### src/rtl/pcd8544_spi_receiver.sv
// pcd8544_spi_receiver
//   Responder end of a PCD8544 (Nokia 5110) SPI link. Oversamples the SPI pins
//   with clk_main, assembles MSB-first bytes, decodes controller commands and
//   emits frame-buffer writes using the controller's auto-increment addressing.
//
// Ports
//   clk_main, rst_n       system clock, asynchronous active-low reset
//   spi_sce/clk/mosi/d_c  SPI pins (asynchronous, synchronised internally)
//   scr_rst_n             screen RST pin (asynchronous, synchronised, clears state)
//   fb_wr_en/addr/data    one-cycle frame buffer write (addr = y*COLS + x)
//   cmd_valid/cmd_byte    one-cycle pulse per command byte and the byte itself
//   pos_x/pos_y           current column / bank pointer
//   power_down, vertical, ext_instr, disp_mode, vop, bias, temp_coef
//                         decoded controller configuration
module pcd8544_spi_receiver #(
    parameter int unsigned COLS   = 84,
    parameter int unsigned BANKS  = 6,
    parameter int unsigned ADDR_W = 9
) (
    input  logic              clk_main,
    input  logic              rst_n,
    input  logic              spi_sce,
    input  logic              spi_clk,
    input  logic              spi_mosi,
    input  logic              spi_d_c,
    input  logic              scr_rst_n,
    output logic              fb_wr_en,
    output logic [ADDR_W-1:0] fb_addr,
    output logic [7:0]        fb_data,
    output logic              cmd_valid,
    output logic [7:0]        cmd_byte,
    output logic [6:0]        pos_x,
    output logic [2:0]        pos_y,
    output logic              power_down,
    output logic              vertical,
    output logic              ext_instr,
    output logic [1:0]        disp_mode,
    output logic [6:0]        vop,
    output logic [2:0]        bias,
    output logic [1:0]        temp_coef
);

    localparam logic [6:0] X_LAST = 7'(COLS - 1);
    localparam logic [2:0] Y_LAST = 3'(BANKS - 1);

    typedef enum logic [1:0] {S_IDLE, S_SHIFT, S_EXEC} state_t;

    // Input synchronisers and SCLK edge detection
    logic [1:0] sce_sync_q, sclk_sync_q, mosi_sync_q, dc_sync_q, srst_sync_q;
    logic       sclk_prev_q, rise_q, mosi_cap_q, dc_cap_q;

    always_ff @(posedge clk_main or negedge rst_n) begin
        if (!rst_n) begin
            sce_sync_q  <= '1;
            sclk_sync_q <= '0;
            mosi_sync_q <= '0;
            dc_sync_q   <= '0;
            srst_sync_q <= '0;
            sclk_prev_q <= 1'b0;
            rise_q      <= 1'b0;
            mosi_cap_q  <= 1'b0;
            dc_cap_q    <= 1'b0;
        end else begin
            sce_sync_q  <= {sce_sync_q[0], spi_sce};
            sclk_sync_q <= {sclk_sync_q[0], spi_clk};
            mosi_sync_q <= {mosi_sync_q[0], spi_mosi};
            dc_sync_q   <= {dc_sync_q[0], spi_d_c};
            srst_sync_q <= {srst_sync_q[0], scr_rst_n};
            sclk_prev_q <= sclk_sync_q[1];
            // Edge flag is registered together with the MOSI/D_C values seen
            // at the edge so they stay aligned with the shift that uses them.
            rise_q      <= sclk_sync_q[1] & ~sclk_prev_q;
            mosi_cap_q  <= mosi_sync_q[1];
            dc_cap_q    <= dc_sync_q[1];
        end
    end

    // Receive FSM and decoded state
    state_t            state_q;
    logic [2:0]        bitcnt_q;
    logic [7:0]        shift_q;
    logic              dc_q;
    logic              fb_wr_en_q, cmd_valid_q;
    logic [ADDR_W-1:0] fb_addr_q;
    logic [7:0]        fb_data_q, cmd_byte_q;
    logic [6:0]        pos_x_q, vop_q;
    logic [2:0]        pos_y_q, bias_q;
    logic              pd_q, vert_q, ext_q;
    logic [1:0]        disp_q, temp_q;

    // Auto-increment next position and current write address
    logic [6:0]        x_inc_d, pos_x_d;
    logic [2:0]        y_inc_d, pos_y_d;
    logic [ADDR_W-1:0] addr_d;

    always_comb begin
        x_inc_d = (pos_x_q == X_LAST) ? '0 : pos_x_q + 7'd1;
        y_inc_d = (pos_y_q == Y_LAST) ? '0 : pos_y_q + 3'd1;
        if (!vert_q) begin
            pos_x_d = x_inc_d;
            pos_y_d = (pos_x_q == X_LAST) ? y_inc_d : pos_y_q;
        end else begin
            pos_y_d = y_inc_d;
            pos_x_d = (pos_y_q == Y_LAST) ? x_inc_d : pos_x_q;
        end
        addr_d = ADDR_W'(pos_y_q) * ADDR_W'(COLS) + ADDR_W'(pos_x_q);
    end

    always_ff @(posedge clk_main or negedge rst_n) begin
        if (!rst_n) begin
            state_q     <= S_IDLE;
            bitcnt_q    <= '0;
            shift_q     <= '0;
            dc_q        <= 1'b0;
            fb_wr_en_q  <= 1'b0;
            fb_addr_q   <= '0;
            fb_data_q   <= '0;
            cmd_valid_q <= 1'b0;
            cmd_byte_q  <= '0;
            pos_x_q     <= '0;
            pos_y_q     <= '0;
            pd_q        <= 1'b1;
            vert_q      <= 1'b0;
            ext_q       <= 1'b0;
            disp_q      <= '0;
            vop_q       <= '0;
            bias_q      <= '0;
            temp_q      <= '0;
        end else if (!srst_sync_q[1]) begin
            // Screen reset wins over everything, including an EXEC cycle.
            state_q     <= S_IDLE;
            bitcnt_q    <= '0;
            shift_q     <= '0;
            dc_q        <= 1'b0;
            fb_wr_en_q  <= 1'b0;
            fb_addr_q   <= '0;
            fb_data_q   <= '0;
            cmd_valid_q <= 1'b0;
            cmd_byte_q  <= '0;
            pos_x_q     <= '0;
            pos_y_q     <= '0;
            pd_q        <= 1'b1;
            vert_q      <= 1'b0;
            ext_q       <= 1'b0;
            disp_q      <= '0;
            vop_q       <= '0;
            bias_q      <= '0;
            temp_q      <= '0;
        end else begin
            fb_wr_en_q  <= 1'b0;
            cmd_valid_q <= 1'b0;
            case (state_q)
                S_IDLE: begin
                    if (!sce_sync_q[1]) begin
                        state_q  <= S_SHIFT;
                        bitcnt_q <= '0;
                    end
                end
                S_SHIFT: begin
                    if (sce_sync_q[1]) begin
                        state_q  <= S_IDLE;
                        bitcnt_q <= '0;
                        shift_q  <= '0;
                    end else if (rise_q) begin
                        shift_q  <= {shift_q[6:0], mosi_cap_q};
                        bitcnt_q <= bitcnt_q + 3'd1;
                        if (bitcnt_q == 3'd7) begin
                            dc_q    <= dc_cap_q;
                            state_q <= S_EXEC;
                        end
                    end
                end
                S_EXEC: begin
                    state_q <= sce_sync_q[1] ? S_IDLE : S_SHIFT;
                    if (dc_q) begin
                        fb_wr_en_q <= 1'b1;
                        fb_addr_q  <= addr_d;
                        fb_data_q  <= shift_q;
                        pos_x_q    <= pos_x_d;
                        pos_y_q    <= pos_y_d;
                    end else begin
                        cmd_valid_q <= 1'b1;
                        cmd_byte_q  <= shift_q;
                        if (shift_q[7:3] == 5'b00100) begin
                            pd_q   <= shift_q[2];
                            vert_q <= shift_q[1];
                            ext_q  <= shift_q[0];
                        end else if (!ext_q) begin
                            if (shift_q[7]) begin
                                if (shift_q[6:0] <= X_LAST) pos_x_q <= shift_q[6:0];
                            end else if (shift_q[7:3] == 5'b01000) begin
                                if (shift_q[2:0] <= Y_LAST) pos_y_q <= shift_q[2:0];
                            end else if (shift_q[7:3] == 5'b00001 && !shift_q[1]) begin
                                disp_q <= {shift_q[2], shift_q[0]};
                            end
                        end else begin
                            if (shift_q[7]) begin
                                vop_q <= shift_q[6:0];
                            end else if (shift_q[7:3] == 5'b00010) begin
                                bias_q <= shift_q[2:0];
                            end else if (shift_q[7:2] == 6'b000001) begin
                                temp_q <= shift_q[1:0];
                            end
                        end
                    end
                end
                default: state_q <= S_IDLE;
            endcase
        end
    end

    assign fb_wr_en   = fb_wr_en_q;
    assign fb_addr    = fb_addr_q;
    assign fb_data    = fb_data_q;
    assign cmd_valid  = cmd_valid_q;
    assign cmd_byte   = cmd_byte_q;
    assign pos_x      = pos_x_q;
    assign pos_y      = pos_y_q;
    assign power_down = pd_q;
    assign vertical   = vert_q;
    assign ext_instr  = ext_q;
    assign disp_mode  = disp_q;
    assign vop        = vop_q;
    assign bias       = bias_q;
    assign temp_coef  = temp_q;

endmodule

### config.mk
export PLATFORM = sky130hd
export DESIGN_NAME = pcd8544_spi_receiver
export DESIGN_NICKNAME = d
export VERILOG_FILES = /design/src/rtl/pcd8544_spi_receiver.sv
export SDC_FILE = /design/constraint.sdc
export NUM_CORES = 1
export LEC_CHECK = 0
export ABC_AREA = 0
export BUFFER_PORTS_ARGS = -buffer_cell sky130_fd_sc_hd__buf_2
export CAP_MARGIN = 10
export CORE_MARGIN = 5
export CORE_UTILIZATION = 56
export CTS_CLUSTER_DIAMETER = 200
export CTS_CLUSTER_SIZE = 14
export DETAILED_ROUTE_END_ITERATION = 8
export PLACE_DENSITY = 0.79
export SYNTH_ARGS = -nofsm -noshare
export SYNTH_HDL_FRONTEND = slang
export SYNTH_SLANG_ARGS = --single-unit
### constraint.sdc
create_clock -name clk_main -period 2.35 [get_ports clk_main]
set_input_delay 0.235 -clock clk_main [delete_from_list [all_inputs] [get_ports clk_main]]
set_output_delay 0.235 -clock clk_main [all_outputs]
set_load 0.005 [all_outputs]
==> summary.txt <==
Synthesis
  • Mux share of post-synthesis cell area: 4.15%
  • Post-synthesis sequential area ratio: 54.9%
  • Most common flop cell mapped by yosys: dfrtp_1
  • Synth cell count leaders: 79 x dfrtp_1, 35 x o21ai_0, 21 x a22o_1, 21 x nand2_1, 20 x nand3_1
  • Seq cells post-synth: 82
  • Most common cell in the synthesized netlist: dfrtp_1
  • Synth Net Count: 355
  • Adder-cell share of the synthesized area: 4.55%
  • Post-synth EDFFs: 0
  • Synth unique cells: 52
  • Top post-synthesis cells by area: dfrtp_1 53%, a22o_1 4.9%, o21ai_0 4.7%
  • Synth Area in Compound Gates: 19.4%
  • Ys async rst share: 100%
  • Syn Area/Cell: 11.2 sq um
  • Synth Area in Simple Gates: 10.9%
  • Yosys warning count: 0
  • Synth top area share: 52.8%
  • Post-Synth XOR/XNOR Area: 1.40%
  • Cell accounting for the most synthesized area: dfrtp_1
  • Combinational family with the most area after synthesis: compound AO/OA/AOI/OAI gates
  • Post-synthesis cell count: 335
  • Post-synth design cell area: 3740 sq um

STA
  • Crit path time final: 2.19 ns
  • RSZ-0062 raised after global routing: no
  • Worst Tran Pin Value: 0.586 ns
  • Crit share post-route: 93.3%
  • Final Hold Viols: 0
  • Worst Skew: 0.00717 ns
  • Final TNS setup: 0 ns
  • FMAX: 456 MHz
  • Min Hold Slack: 0.355 ns
  • Slew Viols, Final: 0
  • Max-slew headroom: 60.5%
  • Final setup fails: 0

Setup path
  • Reg2reg start: pos_y[0]$_DFFE_PN0P_
  • CP max FO: 3
  • Cell Chain, Critical Path: ha_1, ha_1, ha_1, ha_1, o21a_1, o31a_1, o21ai_1, xnor2_1, a22o_1
  • Crit. Startpoint: pos_y[0]$_DFFE_PN0P_
  • Critical Path End Type: register
  • Req. time, crit path: 2.60 ns
  • Crit path kind: reg -> reg
  • Critical Path AT: 2.44 ns
  • Slowest stage delay, CP: 0.38 ns
  • Critical Path Source Type: register
  • Slowest CP cell: dfrtp_1
  • Most common cell on crit path: ha_1

Power
  • Combinational Power Share: 5.9%
  • Net Sw Power: 0.638 mW
  • Leakage power: 2.25 nW
  • Seq pwr share: 52.7%
  • P per Cell Area: 616 nW/um^2
  • Sw frac: 23.1%
  • Peak supply drop: 0.000528 V
  • Internal power: 2.13 mW
  • Clk pwr share: 41.4%

Global route
  • Vias in the first global route: 2977
  • Pin count of the biggest net entering global routing: 44
  • GRT Util Overall: 21.3%
  • Total global routing overflow: 0
  • Initial antenna violation count: 0
  • Met2 Usage GRT: 33.0%
  • Global route hottest layer: met2
  • Met3 Usage GRT: 5.48%
  • Global Route met1 Usage: 29.2%
  • First-pass GRT wire length: 14.3 mm

Worst hold path
  • Min-Delay Startpoint: mosi_sync_q[0]$_DFF_PN0_
  • Class of the worst hold path: reg -> reg

Cells and area
  • Final non-filler cell area: 4490 sq um
  • Layout area overhead: 19.9%
  • Nets: 437
  • Diode count: 0
  • Share of cells above drive strength 1: 28.7%

Floorplan
  • Initial core utilization: 58.3%
  • Core Area: 6420 sq um
  • Top Ports: 61
  • FP Rows: 29
  • Die footprint: 8420 sq um
  • Die width: 91.8 um
  • Die height: 91.8 um

Placement
  • Placed cell areas: 4200 sq um
  • IO buf count: 60
  • Gpl congestion: 0.839
  • Final HPWL DP: 5.93 mm

Clock network
  • H-tree depth: 3
  • Total CTS buffers: 9
  • Worst-path clk slew: 0.08 ns
  • Longest Clk Path Bufs: 2
  • TritonCTS clock tree: done
  • Clk Latency, worst-skew pair: 0.36 ns
  • Root buf cell: clkbuf_8
  • CTS sink cnt: 82
  • Post-CTS Setup Bufs: 0

Route
  • 1st-iter DRT viols: 120
  • Post-route DRC: 0
  • Post-Route WL: 8.32 mm
  • Vias per cell: 5.78
  • Vias: 2884
  • Antenna Violating Nets Remaining: 0
  • Pre-antenna DRT Iters: 4
  • WL/cell: 16.7 um

Outcome
  • Outcome: finished, final reports clean

Run
  • Max-cap check violation count: 0
-- timing repair --
item                       CTS  global route
hold buffers                 6             0
hold endpoints to repair    44             0
setup endpoints to repair    0             1
gates resized for setup      0             1
-- layout make-up --
class | count | area (sq um)
flip-flops and latches | 82 | 2060
fillers | 460 | 1930
multi-input cells | 219 | 1510
repair buffers | 86 | 526
clock buffers | 10 | 138
well taps | 77 | 96.3
clock inverters | 6 | 90.1
inverters | 19 | 71.3
-- per-stage QoR --
stage | cells | utilization (%) | setup slack, ns | power [mW]
finish | 499 | 69.9 | 0.158 | 2.77
global route | 499 | 69.9 | 0.0413 | 2.89
CTS | 499 | 69.9 | 0.121 | 2.78
detailed placement | 477 | 65.4 | 0.131 | 1.64
global placement | 477 | 65.4 | 0.233 | 1.64
floorplan | 335 | - | 0.190 | 1.56
-- critical path: cells and delay by family (launching register included) --
family	cells	cell delay, ns
xor+xnor	1	0.14
flops	1	0.38
fa+ha+maj	4	0.99
compound gates	4	0.56
-- power groups by stage --
| stage | Sequential (mW) | Clock, mW | Combinational [mW] |
|---|---|---|---|
| floorplan | 1.48 | 0 | 0.0752 |
| global placement | 1.48 | 0 | 0.151 |
| detailed placement | 1.49 | 0 | 0.155 |
| CTS | 1.46 | 1.16 | 0.164 |
| global route | 1.46 | 1.24 | 0.181 |
| finish | 1.46 | 1.15 | 0.162 |
-- flip-flops by register name (all words and copies together), names as in the netlist, 2 cells and up --
| signal | cells |
|---|---|
| bitcnt_q | 3 |
| fb_addr | 9 |
| sclk_sync_q | 2 |
| sce_sync_q | 2 |
| dc_sync_q | 2 |
| bias | 3 |
| state_q | 2 |
| pos_y | 3 |
| vop | 7 |
| srst_sync_q | 2 |
| temp_coef | 2 |
| pos_x | 7 |
| shift_q | 8 |
| fb_data | 8 |
| mosi_sync_q | 2 |
| disp_mode | 2 |
| cmd_byte | 8 |
-- layer usage --
layer | up-vias | wire length (um)
li1 | 1371 | -
met1 | 1405 | 3740
met2 | 93 | 3840
met3 | 15 | 597
met4 | 0 | 139
met5 | - | 0
-- cells by family after synthesis --
group	count (synthesis)
muxes	14
DFF	82
xor gates and xnor gates	6
buffers and inverters	34
adders and majority gates	13
and+or+nand+nor	83
AOI/OAI and AO/OA	103
-- final timing paths --
path                                                 end  slack (ns)  cells after the start
worst min-delay path            mosi_sync_q[1]$_DFF_PN0_        0.35                      0
max in group asynchronous        sce_sync_q[1]$_DFF_PN1_        1.31                      3
worst max-delay path              fb_addr[8]$_DFFE_PN0P_        0.16                      9
min in group asynchronous         fb_addr[5]$_DFFE_PN0P_        0.38                      2
worst min register to register  mosi_sync_q[1]$_DFF_PN0_        0.35                      0
worst max register to register    fb_addr[8]$_DFFE_PN0P_        0.16                      9
-- layout by cell type, fill, tap and decap left out, drive strengths merged, types with 4 or more instances in the layout --
cell type,netlist,layout
clkbuf,12,10
buf,2,80
o31ai,4,4
nor2,18,18
a22o,23,23
o21ai,36,36
nand3,20,20
nand2b,4,4
dlygate4sd3,0,6
mux2,12,12
nor2b,7,7
ha,12,12
inv,19,19
a21oi,18,18
dfrtp,79,79
xor2,4,4
nand2,21,21
Power figures use the tool's default switching activity.
